===== src/rtl/sid_adsr_multi.sv =====
// sid_adsr_multi
// Multi-voice ADSR envelope generator. Each voice runs an independent
// IDLE/ATTACK/DECAY/RELEASE state machine with linear attack and either
// linear or SID-style piecewise-exponential decay/release. Attack retriggers
// from the current level. Time steps come from a shared free-running
// prescaler; a rate N ticks when prescaler bits [N+RATE_BASE:0] are all ones.
//
// Ports:
//   clk           system clock, all state on posedge
//   rst           synchronous active-high reset
//   gate          per-voice gate, bit v = voice v
//   attack_rate   per-voice attack rate nibble
//   decay_rate    per-voice decay rate nibble
//   sustain_value per-voice sustain level nibble
//   release_rate  per-voice release rate nibble
//   prescaler     shared free-running counter
//   env_out       per-voice envelope level, slice v = voice v
//   env_state     per-voice state: 0 IDLE, 1 ATTACK, 2 DECAY, 3 RELEASE
module sid_adsr_multi #(
    parameter int NUM_VOICES      = 3,
    parameter int ENV_WIDTH       = 8,
    parameter int PRESCALER_WIDTH = 23,
    parameter int RATE_BASE       = 8,
    parameter int EXP_DECAY       = 1
) (
    input  logic                            clk,
    input  logic                            rst,
    input  logic [NUM_VOICES-1:0]           gate,
    input  logic [4*NUM_VOICES-1:0]         attack_rate,
    input  logic [4*NUM_VOICES-1:0]         decay_rate,
    input  logic [4*NUM_VOICES-1:0]         sustain_value,
    input  logic [4*NUM_VOICES-1:0]         release_rate,
    input  logic [PRESCALER_WIDTH-1:0]      prescaler,
    output logic [ENV_WIDTH*NUM_VOICES-1:0] env_out,
    output logic [2*NUM_VOICES-1:0]         env_state
);
    localparam logic [1:0] ST_IDLE    = 2'd0;
    localparam logic [1:0] ST_ATTACK  = 2'd1;
    localparam logic [1:0] ST_DECAY   = 2'd2;
    localparam logic [1:0] ST_RELEASE = 2'd3;

    localparam logic [ENV_WIDTH-1:0] LVL_MAX  = {ENV_WIDTH{1'b1}};
    localparam logic [ENV_WIDTH-1:0] LVL_ZERO = {ENV_WIDTH{1'b0}};
    localparam logic [ENV_WIDTH-1:0] LVL_ONE  = {{(ENV_WIDTH-1){1'b0}}, 1'b1};

    genvar gi;
    generate
        for (gi = 0; gi < NUM_VOICES; gi++) begin : g_voice
            logic [1:0]           state_reg, state_next;
            logic [ENV_WIDTH-1:0] level_reg, level_next;
            logic [3:0]           exp_cnt_reg, exp_cnt_next;
            logic                 last_gate_reg;
            logic                 rise;
            logic                 tick;
            logic                 step;
            logic [3:0]           rate_sel;
            logic [3:0]           sus_nib;
            logic [ENV_WIDTH-1:0] sus_level;
            logic [4:0]           divisor;
            logic [3:0]           cnt_adv;

            assign sus_nib = sustain_value[4*gi +: 4];
            assign rise    = gate[gi] & ~last_gate_reg;

            // Sustain nibble repeated from the MSB down, so 0xA -> 0xAA.
            always_comb begin
                for (int b = 0; b < ENV_WIDTH; b++) begin
                    sus_level[ENV_WIDTH-1-b] = sus_nib[3 - (b % 4)];
                end
            end

            always_comb begin
                case (state_reg)
                    ST_ATTACK:  rate_sel = attack_rate[4*gi +: 4];
                    ST_DECAY:   rate_sel = decay_rate[4*gi +: 4];
                    ST_RELEASE: rate_sel = release_rate[4*gi +: 4];
                    default:    rate_sel = 4'd0;
                endcase
            end

            // Tick when every prescaler bit up to the (clamped) rate index is set.
            always_comb begin
                int top;
                top = int'(rate_sel) + RATE_BASE;
                if (top > PRESCALER_WIDTH - 1) begin
                    top = PRESCALER_WIDTH - 1;
                end
                tick = 1'b1;
                for (int b = 0; b < PRESCALER_WIDTH; b++) begin
                    if (b <= top) begin
                        tick = tick & prescaler[b];
                    end
                end
            end

            // Level >= MAX/2^k + 1 is exactly "one of the top k bits is set".
            always_comb begin
                if (level_reg[ENV_WIDTH-1])      divisor = 5'd1;
                else if (level_reg[ENV_WIDTH-2]) divisor = 5'd2;
                else if (level_reg[ENV_WIDTH-3]) divisor = 5'd4;
                else if (level_reg[ENV_WIDTH-4]) divisor = 5'd8;
                else                             divisor = 5'd16;
            end

            // In linear mode every tick steps, which also keeps exp_cnt at 0.
            assign step = (EXP_DECAY == 0) ? tick
                        : (tick && (({1'b0, exp_cnt_reg} + 5'd1) == divisor));
            assign cnt_adv = step ? 4'd0 : (exp_cnt_reg + 4'd1);

            // State register
            always_ff @(posedge clk) begin
                if (rst) begin
                    state_reg     <= ST_IDLE;
                    level_reg     <= LVL_ZERO;
                    exp_cnt_reg   <= 4'd0;
                    last_gate_reg <= 1'b0;
                end else begin
                    state_reg     <= state_next;
                    level_reg     <= level_next;
                    exp_cnt_reg   <= exp_cnt_next;
                    last_gate_reg <= gate[gi];
                end
            end

            // Next-state logic
            always_comb begin
                state_next   = state_reg;
                level_next   = level_reg;
                exp_cnt_next = exp_cnt_reg;
                case (state_reg)
                    ST_IDLE: begin
                        level_next = LVL_ZERO;
                        if (rise) state_next = ST_ATTACK;
                    end
                    ST_ATTACK: begin
                        if (!gate[gi])              state_next = ST_RELEASE;
                        else if (level_reg == LVL_MAX) state_next = ST_DECAY;
                        else if (tick)              level_next = level_reg + LVL_ONE;
                    end
                    ST_DECAY: begin
                        if (!gate[gi]) begin
                            state_next = ST_RELEASE;
                        end else if (level_reg > sus_level) begin
                            if (tick) exp_cnt_next = cnt_adv;
                            if (step) level_next = level_reg - LVL_ONE;
                        end
                    end
                    default: begin // ST_RELEASE
                        if (rise) begin
                            state_next = ST_ATTACK;
                        end else if (level_reg == LVL_ZERO) begin
                            state_next = ST_IDLE;
                        end else begin
                            if (tick) exp_cnt_next = cnt_adv;
                            if (step) level_next = level_reg - LVL_ONE;
                        end
                    end
                endcase
                // Each decay/release phase starts its divisor count afresh.
                if (state_next != state_reg || state_reg == ST_IDLE
                    || state_reg == ST_ATTACK) begin
                    exp_cnt_next = 4'd0;
                end
            end

            // Output logic: outputs are the registered state directly.
            assign env_out[ENV_WIDTH*gi +: ENV_WIDTH] = level_reg;
            assign env_state[2*gi +: 2]               = state_reg;
        end
    endgenerate

endmodule


===== config.mk =====
export PLATFORM = sky130hd
export DESIGN_NAME = sid_adsr_multi
export DESIGN_NICKNAME = d
export VERILOG_FILES = /design/src/rtl/sid_adsr_multi.sv
export SDC_FILE = /design/constraint.sdc
export NUM_CORES = 1
export LEC_CHECK = 0
export CAP_MARGIN = 5
export CORE_AREA = 8 8 112 114
export CTS_CLUSTER_SIZE = 12
export DETAILED_ROUTE_END_ITERATION = 12
export DIE_AREA = 0 0 120 122
export PLACE_DENSITY = 0.8
export SLEW_MARGIN = 20
export SYNTH_ARGS = -nofsm -noshare
export SYNTH_HDL_FRONTEND = slang
export SYNTH_SLANG_ARGS = --single-unit

===== constraint.sdc =====
create_clock -name clk -period 4 [get_ports clk]
set_clock_uncertainty 0.15 [all_clocks]
set_input_delay 0.4 -clock clk [delete_from_list [all_inputs] [get_ports clk]]
set_output_delay 0.4 -clock clk [all_outputs]
set_load 0.01 [all_outputs]

==> flow_summary.json <==
{
  "timing.hold.ws_ps": 376,
  "max_stage_delay_ps": 890,
  "synthFlopType": "dfxtp_1",
  "hold_class": "flip-flop to flip-flop",
  "avgViaCountPerCell": 6.48,
  "area_growth_pct": 25.0,
  "yosysTopAreaCellShare": 0.170,
  "synth_seq_cells": 45,
  "synthTopCellsByArea": "dfxtp_1, ha_1, a21oi_1",
  "yosysSeqAreaShare": 0.170,
  "wl_um": 17000,
  "die_w_um": 120,
  "largest_reg_flops": 24,
  "grt-ovfl-total": 0,
  "synth_cell_type_count": 76,
  "worstMarginPinSlew_ps": 948,
  "cp_cell_sequence": "inv_1 > ha_1 > a222oi_1 > o21ai_0 > o21ai_0 > and2_1 > o21ai_0 > or4b_1 > a21oi_1",
  "portBuffers": 105,
  "diodes": 0,
  "num_vias": 6038,
  "reg2reg_from": "g_voice[2].state_reg[1]",
  "grt_max_degree": 20,
  "met3_usage": 0.0361,
  "yosys.area.top_type": "dfxtp_1",
  "rsz0062_at_grt": "no",
  "grt_pass1_vias": 5661,
  "setup_violations": 0,
  "postCtsHoldBufs": 0,
  "cts_setup_buffers": 0,
  "hold_viol": 0,
  "cts_buffer_depth": 2,
  "nets": 933,
  "cp_max_fo": 12,
  "cp_top_family": "compound AO/OA/AOI/OAI gates",
  "die_h_um": 122,
  "path_buf_inv": 1,
  "drt_pass1_iterations": 6,
  "syn_nets": 829,
  "rows": 38,
  "core_um2": 10700,
  "drive_above_1_share": 0.0480,
  "syn_inst": 688,
  "start_util": 0.496,
  "drc": 0,
  "utilization": 0.620,
  "numCtsBuffers": 5,
  "grt_pass1_wl_um": 27100,
  "yosysWarnings": 0,
  "insertion_delay_ps": 320,
  "r2r-end": "g_voice[2].exp_cnt_reg[3]",
  "cts.clk_slew.worst_paths_ps": 100,
  "slowest_stage": "a222oi_1",
  "whs_endpoint": "g_voice[1].exp_cnt_reg[3]",
  "p_leak_uw": 0.00261,
  "synth_commonest_cells": "ha_1, a21oi_1, nor2_1, nand2_1, dfxtp_1",
  "gp_congestion": 0.877,
  "antenna_found_initial": 0,
  "max_slew_margin": 0.368,
  "syn_area_um2": 5300,
  "clk_root_buffer_cell": "clkbuf_8",
  "setup_tns_ps": 0,
  "async_flop_share": 0,
  "drt.antenna.violating_nets": 0,
  "place_hpwl_um": 13200,
  "cts_tree": "built",
  "grt_use_met2": 0.380,
  "top_usage_layer": "met2",
  "die-area_um2": 14600,
  "timing.fmax_ghz": 0.265,
  "max-vdd-ir-drop_mv": 0.307,
  "crit_required_ps": 4090,
  "r2r_setup_slack_ps": 230,
  "cpMostUsedCell": "o21ai_0",
  "reg2reg_depth": 9,
  "grtUsageTotal": 0.220,
  "crit_type": "flip-flop to flip-flop",
  "power.density_nw_per_um2": 595,
  "fin_crit_sh": 0.943,
  "ctsResizeCount": 0,
  "status": "finished, final reports clean",
  "period_needed_ps": 3770,
  "synth_edf_count": 0,
  "first_iter_violations": 505,
  "drv_slew": 0,
  "critPathCaptureType": "flip-flop",
  "hold_depth": 2,
  "wl_per_cell_um": 18.2,
  "cts_sinks": 45,
  "yosysMostFrequentCell": "ha_1",
  "setup.worst_path.start_class": "flip-flop",
  "cp.arrival_ps": 3860,
  "fillers": 965,
  "htree_levels": 2,
  "crit_start": "g_voice[2].state_reg[1]",
  "drv_cap": 0,
  "min_from": "g_voice[1].exp_cnt_reg[3]",
  "boundaryPins": 106,
  "syn_area_per_cell_um2": 7.71,
  "met1_usage": 0.272
}
[worst register-to-register path: cells and delay by family, from the launching register on]
kind / cells / cell delay, ps
compound gates: 5 / 1710
simple gates: 2 / 820
fa+ha+maj: 1 / 350
buf+inv: 1 / 160
flops: 1 / 500
[cells by family (layout without fill, tap and decap cells)]
kind of cell               after synthesis  count (layout)  share of synthesized area
AOI/OAI and AO/OA                      241             241                      0.320
and+or+nand+nor                        237             237                      0.232
adders and majority gates               66              66                      0.159
buffers and inverters                   63             167                     0.0484
DFF                                     45              45                      0.170
xor gates and xnor gates                24              24                     0.0474
muxes                                   12              12                     0.0229
[cell usage in the layout, fill, tap and decap left out, types with 33 or more instances in the layout]
cell type          n
clkdlybuf4s50_1  105
ha_1              62
a21oi_1           59
nor2_1            56
nand2_1           50
dfxtp_1           45
inv_1             42
o21ai_0           36
nand4_1           33
[final cells by class]
class	count	area (um^2)	area share
Sequential cell	45	901	0.136
Multi-Input combinational cell	580	4150	0.626
Tap cell	140	175	0.0264
Clock inverter	2	35.0	0.00529
Clock buffer	5	68.8	0.0104
Timing Repair Buffer	117	1140	0.172
Inverter	43	161	0.0243
[per-layer routing]
metal	wire (um)	vias to the layer above
met5	0	-
met4	282	0
met3	1340	31
met2	8070	278
met1	7300	2852
li1	-	2877
[report_power, final]
group	internal, uW	leakage, uW	switching [uW]
clock	182	0.0000540	181
combinational	1250	0.00219	1600
sequential	537	0.000365	195
total	1960	0.00261	1980
[through the flow]
stage	instances	cell area, um^2	worst slack, ps	power [uW]
floorplan	688	5300	758	2730
global placement	925	6530	649	3410
detailed placement	925	6530	436	3530
CTS	932	6630	365	3900
global route	932	6630	12.3	4250
finish	932	6630	229	3950
[worst max path at each step]
stage          slack, ps  depth (start not counted)                   endpoint
2_1_floorplan        760                         10    g_voice[1].level_reg[0]
3_3_place_gp         650                          9    g_voice[1].level_reg[0]
3_5_place_dp         440                          9  g_voice[2].exp_cnt_reg[3]
4_1_cts              360                          9  g_voice[2].exp_cnt_reg[3]
5_1_grt               10                          9  g_voice[2].exp_cnt_reg[3]
6_report             230                          9  g_voice[2].exp_cnt_reg[3]
No activity file was read; power rests on OpenSTA's default activity.
==> patch 1: new RTL, same flow settings <==
Set the parameter `ENV_WIDTH` to 6 (it was 8).
--- a/src/rtl/sid_adsr_multi.sv
+++ b/src/rtl/sid_adsr_multi.sv
@@ -19,5 +19,5 @@
 module sid_adsr_multi #(
     parameter int NUM_VOICES      = 3,
-    parameter int ENV_WIDTH       = 8,
+    parameter int ENV_WIDTH       = 6,
     parameter int PRESCALER_WIDTH = 23,
     parameter int RATE_BASE       = 8,
Interface: changed (resized env_out); port bits go from 106 to 100. No check against the original RTL was run, so the function may have changed too.
==> patch 1 against the unedited design <==
Sequential cell count down 6; synthesized area down 14%; routed wire length down 15%; synthesized cell count down 15%; design area down 12%; power down 39%; setup slack better by 85 ps; largest power group unchanged.
==> patch 1: results (changes against the unedited design) <==
crit path launch=g_voice[0].state_reg[1]$_SDFF_PP0_; hpwl dp=11.6 mm (-12%); max reg flops=18 (-25%); Reg clk slew, reported paths=80 ps (-20 ps); clk_lat worst skew=300 ps (-20 ps); leak pwr=2.20 nW (-16%); DRT Pass-1 Iters=7 (+1); worst hold endpoint=g_voice[1].exp_cnt_reg[1]$_SDFFE_PP0P_; DR WL met2=7.21 mm (-11%); Synth top cells by count=ha_1, nor2_1, inv_1; Seq/Total Area, Yosys=17.2% (+0.20 points); met1 wire length=6.28 mm (-14%); routed len/inst=17.6 um (-3.4%); hold wc startpoint=g_voice[1].exp_cnt_reg[1]$_SDFFE_PP0P_; # port buffers=99 (-5.7%); nets=813 (-13%); status=complete, no violations; largest net degree at the start of global routing=25 (+25%); Placed Cells=817 (-12%); post-synth cell types=81 (+6.6%); share of cells above drive strength 1=5.70% (+0.90 points); combinational logic power=0.00161 W (-44%); dominant cells by area after synthesis=dfxtp_1, ha_1, a21oi_1, nor2_1, inv_1; met3 WL post-DR=775 um (-42%); Syn Nets=712 (-14%); Post-Synthesis Cells=583 (-15%); # fillers=999 (+3.5%); Reg2Reg Setup Slack=310 ps (+80 ps); headroom to the max-slew limit=47.2% (+10 points); Net Sw Frac=48.1% (-2.1 points); CP arrival=3740 ps (-120 ps)
-- patch 1: kinds of logic (layout without fill, tap and decap cells) --
family | after synthesis | in the layout | synth area share (%)
buffers and inverters | 62 | 163 | 5.40
AO/OA/AOI/OAI | 211 | 211 | 34.2
adder cells (fa/ha/maj) | 54 | 54 | 15.3
flip-flops | 39 | 39 | 17.2
AND/OR/NAND/NOR | 188 | 188 | 21.5
multiplexers | 6 | 6 | 1.40
XOR/XNOR | 23 | 23 | 5.04
-- patch 1: worst max path at each step --
stage | end | slack [ps] | depth (start not counted)
after floorplan | g_voice[0].level_reg[0]$_SDFFE_PP0P_ | 620 | 10
after global placement | g_voice[0].level_reg[0]$_SDFFE_PP0P_ | 550 | 9
after detailed placement | g_voice[0].level_reg[0]$_SDFFE_PP0P_ | 390 | 9
after CTS | g_voice[0].level_reg[0]$_SDFFE_PP0P_ | 380 | 9
after global routing | g_voice[0].level_reg[0]$_SDFFE_PP0P_ | 70 | 9
final | g_voice[0].level_reg[0]$_SDFFE_PP0P_ | 310 | 9
-- patch 1: stage by stage --
stage	area, um^2	total power, W	hold WS [ps]	setup slack (ps)
floorplan	4540	0.00160	308	622
global placement	5720	0.00204	323	545
detailed placement	5720	0.00211	339	393
CTS	5810	0.00240	350	383
global route	5810	0.00260	381	68.1
finish	5810	0.00242	354	313
-- patch 1: final cells by class --
type	instances	share of cell area, %
Clock buffer	6	1.42
Multi-Input combinational cell	482	60.6
Tap cell	140	3.02
Timing Repair Buffer	110	18.5
Sequential cell	39	13.4
Inverter	46	2.97
Clock inverter	1	0.0862
-- patch 1: worst max-delay path, stage by stage, from the launching register on --
cell and delay, ps:
dfxtp_1 490, inv_1 140, ha_1 380, a222oi_1 740, o31ai_1 160, a211oi_2 320, o221ai_2 150, or3_4 370
a221o_1 400, mux2_2 280
==> patch 2: new RTL, same settings <==
Without the edit above. Make the reset (`rst`) asynchronous in one clocked block. Comments in the files are not updated.
--- a/src/rtl/sid_adsr_multi.sv
+++ b/src/rtl/sid_adsr_multi.sv
@@ -109,5 +109,5 @@
 
             // State register
-            always_ff @(posedge clk) begin
+            always_ff @(posedge clk or posedge rst) begin
                 if (rst) begin
                     state_reg     <= ST_IDLE;
Function: differs if rst is asserted again (counterexample within 4 cycles, from zero or initial values and one cycle with rst high); with rst held inactive, the same outputs for 4 cycles.
==> patch 2 against the unedited design <==
Combinational power rose by 12%; sequential power rose by 4.5%; design area rose by 4.2%; non-clock buffer count is 6 higher; power up 10%; synthesized area increased by 4.3%; via count fell by 0.53%; core utilization is 2.6 points higher; sequential cell count did not move; setup slack improved by 280 ps; clock power increased by 4%; routed wire length decreased by 0.72%.
==> patch 2: results (changes against the unedited design) <==
Vias/cell=6.50 (+0.33%); VDD IR-drop max=0.367 mV (+19%); gr usage total=22.5% (+0.55 points); critical path fanouts, max=11 (-1); first-pass GRT wire length=27.7 mm (+2.0%); hpwl dp=13.1 mm (-0.31%); Worst Tran Pin Value=1040 ps (+90.2 ps); Iter 0 DRT Violations=538 (+6.5%); crit-path max cell delay=530 ps (-360 ps); met3 WL post-DR=1.09 mm (-19%); share of cells above drive strength 1=5.87% (+1.1 points); final wirelength=16.9 mm (-0.72%); dominant cells by area after synthesis=dfrtp_1, ha_1, a21oi_1, inv_1, nor2_1; DR WL met2=8.41 mm (+4.2%); post-synth cell types=77 (+1.3%); Non-Filler Instances=924 (-0.86%); status=complete, no violations; Placed Cells=913 (-1.3%); leak pwr=2.86 nW (+9.8%); post-synthesis average cell area=8.18 um^2 (+6.2%); met1 wire length=7.08 mm (-3.1%); DRT Pass-1 Iters=5 (-1); Syn Nets=817 (-1.4%); CP arrival=3570 ps (-290 ps); largest net degree at the start of global routing=46 (+130%); HP Class=input port to async pin; Seq/Total Area, Yosys=20.4% (+3.4 points); routability cong.=0.910 (+3.8%); vias in the first global route=5,850 (+3.3%)
## patch 2: cell count changes after synthesis, sizes merged, moves of 6 or more
cell	before	now
a211oi	14	8
dfxtp	45	0
a21oi	61	51
nand3	18	29
dfrtp	0	45
nand2	50	38
nand4	33	22
nor2	56	43
## patch 2: cells by family after synthesis
| group | synth area share [%] |
|---|---|
| muxes | 2.80 |
| and+or+nand+nor | 20.9 |
| xor gates and xnor gates | 4.46 |
| adders and majority gates | 15.1 |
| AOI/OAI and AO/OA | 31.6 |
| buffers and inverters | 4.77 |
| DFF | 20.4 |
## patch 2: worst paths after layout
kind / start / end / cells after the start
setup / recovery: g_voice[2].state_reg[1]$_DFF_PP0_ / g_voice[2].level_reg[5]$_DFFE_PP0P_ / 10
hold / removal: rst / g_voice[1].state_reg[0]$_DFF_PP0_ / 2
setup reg to reg: g_voice[2].state_reg[1]$_DFF_PP0_ / g_voice[2].level_reg[5]$_DFFE_PP0P_ / 10
hold reg to reg: g_voice[1].exp_cnt_reg[1]$_DFFE_PP0P_ / g_voice[1].exp_cnt_reg[1]$_DFFE_PP0P_ / 2
max in group asynchronous: rst / g_voice[2].level_reg[4]$_DFFE_PP0P_ / 2
min in group clk: g_voice[1].exp_cnt_reg[1]$_DFFE_PP0P_ / g_voice[1].exp_cnt_reg[1]$_DFFE_PP0P_ / 2
## patch 2: layout make-up
| type | count | area [um^2] | share of cell area [%] |
|---|---|---|---|
| Sequential cell | 45 | 1130 | 16.3 |
| Tap cell | 140 | 175 | 2.54 |
| Clock inverter | 3 | 46.3 | 0.670 |
| Clock buffer | 5 | 68.8 | 0.996 |
| Inverter | 43 | 163 | 2.35 |
| Timing Repair Buffer | 123 | 1190 | 17.2 |
| Multi-Input combinational cell | 565 | 4140 | 60.0 |
## patch 2: report_power, final
part	leakage, nW	internal (W)	switching, W
clock	0.0543	0.000188	0.000189
sequential	0.597	0.000548	0.000217
combinational	2.21	0.00140	0.00180
## patch 2: metal layers
layer,up-vias,track usage [%]
met5,-,0
met4,0,7.10
met3,31,3.29
met2,230,40.5
met1,2892,27.2
li1,2853,-
## patch 2: metrics by stage
| step | area [um^2] | hold slack (ps) |
|---|---|---|
| after global placement | 6770 | 391 |
| after floorplan | 5530 | 281 |
| after global routing | 6910 | 458 |
| after CTS | 6880 | 422 |
| after detailed placement | 6770 | 409 |
| final | 6910 | 398 |
